File: src/rtl/blk_sync.sv
// Block-grid video synchroniser: masks de_i to a HBLKS*BLKW x VBLKS*BLKH window
// and issues per-block-column and per-block-row save strobes.
module blk_sync #(
  parameter int HBLKS = 10,
  parameter int VBLKS = 10,
  parameter int BLKW  = 30,
  parameter int BLKH  = 30
) (
  input  logic        clk_i,
  input  logic        rst_i,
  input  logic        vs_i,
  input  logic        de_i,
  input  logic [23:0] rgb_i,
  output logic        de_o,
  output logic [23:0] wd_o,
  output logic        h_save_o,
  output logic        v_save_o,
  output logic        short_o
);

  localparam int PXW  = (BLKW  > 1) ? $clog2(BLKW)  : 1;
  localparam int COLW = (HBLKS > 1) ? $clog2(HBLKS) : 1;
  localparam int LNW  = (BLKH  > 1) ? $clog2(BLKH)  : 1;
  localparam int ROWW = (VBLKS > 1) ? $clog2(VBLKS) : 1;

  typedef enum logic [1:0] {WAIT_VS, WAIT_DE, LINE, DONE} state_t;

  state_t            state_q, state_d;
  logic [PXW-1:0]    px_q, px_d;
  logic [COLW-1:0]   col_q, col_d;
  logic [LNW-1:0]    ln_q, ln_d;
  logic [ROWW-1:0]   row_q, row_d;
  logic              full_q, full_d;
  logic              vs_prev_q;
  logic              de_q, de_d;
  logic              h_save_q, h_save_d;
  logic              v_save_q, v_save_d;
  logic              short_q, short_d;
  logic [23:0]       wd_q;
  logic              vs_edge;
  logic              take_px;

  assign vs_edge = vs_i & ~vs_prev_q;
  assign take_px = de_i && ((state_q == WAIT_DE) || (state_q == LINE));

  always_comb begin
    state_d  = state_q;
    px_d     = px_q;
    col_d    = col_q;
    ln_d     = ln_q;
    row_d    = row_q;
    full_d   = full_q;
    de_d     = 1'b0;
    h_save_d = 1'b0;
    v_save_d = 1'b0;
    short_d  = short_q;

    if (vs_edge) begin
      // A vs edge always wins, even over a simultaneous de_i sample.
      if ((state_q != WAIT_VS) && ((row_q != '0) || (ln_q != '0)))
        short_d = 1'b1;
      state_d = WAIT_DE;
      px_d    = '0;
      col_d   = '0;
      ln_d    = '0;
      row_d   = '0;
      full_d  = 1'b0;
    end else if (take_px) begin
      state_d = LINE;
      if (!full_q) begin
        de_d = 1'b1;
        if (px_q == PXW'(BLKW - 1)) begin
          h_save_d = 1'b1;
          px_d     = '0;
          if (col_q == COLW'(HBLKS - 1))
            full_d = 1'b1;
          else
            col_d = col_q + COLW'(1);
        end else begin
          px_d = px_q + PXW'(1);
        end
      end
    end else if (state_q == LINE) begin
      // Falling de_i ends the line.
      if (!full_q)
        short_d = 1'b1;
      px_d    = '0;
      col_d   = '0;
      full_d  = 1'b0;
      state_d = WAIT_DE;
      if (ln_q == LNW'(BLKH - 1)) begin
        ln_d     = '0;
        v_save_d = 1'b1;
        if (row_q == ROWW'(VBLKS - 1)) begin
          row_d   = '0;
          state_d = DONE;
        end else begin
          row_d = row_q + ROWW'(1);
        end
      end else begin
        ln_d = ln_q + LNW'(1);
      end
    end
  end

  always_ff @(posedge clk_i) begin
    if (rst_i) begin
      state_q   <= WAIT_VS;
      px_q      <= '0;
      col_q     <= '0;
      ln_q      <= '0;
      row_q     <= '0;
      full_q    <= 1'b0;
      vs_prev_q <= 1'b1;
      de_q      <= 1'b0;
      h_save_q  <= 1'b0;
      v_save_q  <= 1'b0;
      short_q   <= 1'b0;
      wd_q      <= '0;
    end else begin
      state_q   <= state_d;
      px_q      <= px_d;
      col_q     <= col_d;
      ln_q      <= ln_d;
      row_q     <= row_d;
      full_q    <= full_d;
      vs_prev_q <= vs_i;
      de_q      <= de_d;
      h_save_q  <= h_save_d;
      v_save_q  <= v_save_d;
      short_q   <= short_d;
      wd_q      <= rgb_i;
    end
  end

  assign de_o     = de_q;
  assign wd_o     = wd_q;
  assign h_save_o = h_save_q;
  assign v_save_o = v_save_q;
  assign short_o  = short_q;

endmodule

File: config.mk
export PLATFORM = sky130hd
export DESIGN_NAME = blk_sync
export DESIGN_NICKNAME = d
export VERILOG_FILES = /design/src/rtl/blk_sync.sv
export SDC_FILE = /design/constraint.sdc
export NUM_CORES = 1
export LEC_CHECK = 0
export ABC_AREA = 1
export CORE_AREA = 2 2 75 77
export CTS_BUF_LIST = sky130_fd_sc_hd__clkbuf_16
export DETAILED_ROUTE_END_ITERATION = 12
export DIE_AREA = 0 0 77 79
export GPL_TIMING_DRIVEN = 0
export PLACE_DENSITY = 0.67
export SLEW_MARGIN = 5
export SYNTH_ARGS = -nofsm -noshare
export SYNTH_HDL_FRONTEND = slang
export SYNTH_SLANG_ARGS = --single-unit
export TNS_END_PERCENT = 20
File: constraint.sdc
create_clock -name clk_i -period 3.56 [get_ports clk_i]
set_input_delay 0.712 -clock clk_i [delete_from_list [all_inputs] [get_ports clk_i]]
set_output_delay 0.712 -clock clk_i [all_outputs]
set_load 0.005 [all_outputs]
==> metrics <==
Max Root-Sink Buffers 2; mapped cell area 2060 sq um; CP Launch Type flip-flop; first-pass GRT wire length between 6000 and 7000 microns; CTS tree done; LEAKAGE around 1.2 nW; Clock Sinks 50; WP data arrival ~1200 ps; critical path's largest stage delay slightly above 500 ps; max_cap viols 0; clk root buf clkbuf_16; DIE WIDTH just under 80 microns; GRT Total Usage a little over an eighth; R2R Path Start state_q[0]$_SDFFE_PP0P_; RSZ-0062 raised after global routing false; Critical Path Start short_o$_SDFFE_PP0P_; fin. max-slew vios 0; DRC viols 0; Initial Utilization approximately 39%; GP Congestion between 0.7 and 0.8; Final Setup Violations 0; Critical Path RT 2850 ps; initial antenna violation count 0; Die H between 70 and 80 microns; worst path cell trace clkdlybuf4s50_1; Yosys reg bits 50; critical path class reg -> out; syn avg cell area 8.07 sq um; synth unique cells 27; average vias per placed instance roughly 4.3; H-tree depth 2; Worst Reg-to-Reg Cells 8; hold_buf cts 0; status finished clean; DR WL/cell slightly below 10 microns; Synth Instances approximately 260; FF+latch area about 1000 sq um; n_diodes 0; max_slew headroom ~67%; final hold vios 0; fillers approximately 530; final-stage net count 353; vias in the first global route approximately 1500; total wire length roughly 3800 microns; grt ovf 0; area occupied by multi-input gates between 800 and 900 sq um; Slowest-stage cell, CP clkdlybuf4s50_1; Buffers on Ports 54; CP bufs+invs 1; largest net degree at the start of global routing 16; end of the critical path short_o; clock skew around 1.7 ps; setup TNS 0 ps; WP depth 1; vias post-DR around 1700; power density cells 460 nW/um^2; Reg2Reg Setup Slack ~2000 ps; VDD IR max between 0.2 and 0.3 mV; type of the tightest min-delay check reg -> reg; CTS-repair resized insts 0; core area around 5300 sq um; Crit path max-delay family buffers and inverters; fin crit share between 50 and 60%; hpwl dp approximately 2900 microns; most frequent cells in the layout clkdlybuf4s50_1, inv_1, dfxtp_1, nor2_1, nand2_1; number of synthesis warnings 0; Worst-path clk slew roughly 60 ps; Crit. End Element output port; TritonCTS Buffers 5; Critical R2R Capture row_q[3]$_SDFFE_PP0P_; Iter 0 DRT Violations just over 70; Die ar. between 6000 and 7000 sq um; Skew-Pair Late Insertion Delay between 200 and 300 ps; # Post-CTS Setup Buffers 0; row count 27; post-layout util a little over half; IO Count 56; CP max FO 2; post-route ant nets 0; most common cell after layout, fill and taps aside clkdlybuf4s50_1; share of layout cells above drive strength 1 under 10%; hold wc startpoint px_q[4]$_SDFFE_PP0P_; area delta synth->final 39.8%; fmax 0.538 GHz; post-route minimum period 1860 ps; Post-Syn Nets between 200 and 300; Pre-antenna DRT Iters 5; worst-margin pin slew 494 ps; Seq/Total Area, Yosys roughly 49%
-- per-stage QoR --
stage          instance area [sq um]  worst slack [ps]  instances  hold WS (ps)  total power, mW
2_1_floorplan                   2060              2120        255           464            0.666
3_3_place_gp                    2690              1520        381           483            0.740
3_5_place_dp                    2690              1500        381           495            0.741
4_1_cts                         2880              1690        389           506             1.34
5_1_grt                         2880              1650        389           532             1.38
6_report                        2880              1700        389           501             1.32
-- power by group --
part / switching (mW) / leakage [nW] / internal [mW]
Sequential: 0.00803 / 0.410 / 0.580
Combinational: 0.0616 / 0.725 / 0.0773
Clock: 0.196 / 0.0915 / 0.400
Total: 0.265 / 1.23 / 1.06
-- kinds of logic (layout without fill, tap and decap cells) --
kind of cell / after synthesis / count (layout) / share of synthesized area, %
AO/OA/AOI/OAI: 28 / 28 / 7.24
XOR/XNOR: 5 / 5 / 2.13
adder cells (fa/ha/maj): 9 / 9 / 5.47
buffers and inverters: 56 / 118 / 11.1
flip-flops: 50 / 50 / 48.7
AND/OR/NAND/NOR: 107 / 107 / 25.4
-- worst min path at each step --
stage	end	slack, ps	depth (start not counted)
after global placement	row_q[1]$_SDFFE_PP0P_	480	2
after floorplan	row_q[1]$_SDFFE_PP0P_	460	2
after detailed placement	px_q[4]$_SDFFE_PP0P_	500	2
after CTS	px_q[4]$_SDFFE_PP0P_	510	2
final	px_q[4]$_SDFFE_PP0P_	500	2
after global routing	px_q[4]$_SDFFE_PP0P_	530	2
-- synth_stat cells (all sizes together) --
cell    number  area share, %
dfxtp       50             49
inv         50            9.1
nor2        47             11
nand2       36            7.8
a21oi       19            4.8
nand3       17            5.0
ha           9            5.5
o21ai        7            1.7
nand4        4            1.2
xnor2        4            1.7
buf          3            1.5
clkbuf       3           0.55
nor3         2           0.49
o21a         1           0.37
o21bai       1           0.37
or2          1           0.30
xor2         1           0.43
-- layout make-up --
type / instances / share of cell area, %
tap: 72 / 3.13
clock buffer: 5 / 4.35
inverter: 50 / 6.52
multi-input combinational: 149 / 28.8
clock inverter: 3 / 2.22
timing repair buffer: 54 / 18.8
buffer: 6 / 1.44
sequential: 50 / 34.8
-- flip-flops by register name, summed over array words and instances (netlist names) --
| register | flops |
|---|---|
| short_o | 1 |
| v_save_o | 1 |
| col_q | 4 |
| px_q | 5 |
| vs_prev_q | 1 |
| full_q | 1 |
| row_q | 4 |
| de_o | 1 |
| ln_q | 5 |
| h_save_o | 1 |
| state_q | 2 |
| wd_o | 24 |
-- metal layers --
| metal | GRT usage [%] | vias up | wire length (microns) |
|---|---|---|---|
| li1 | - | 898 | - |
| met1 | 15.3 | 713 | 1710 |
| met2 | 20.5 | 64 | 1540 |
| met3 | 8.18 | 2 | 471 |
| met4 | 4.82 | 0 | 24 |
| met5 | 0 | - | 0 |
Note: power is estimated with default switching activity, not from simulation.
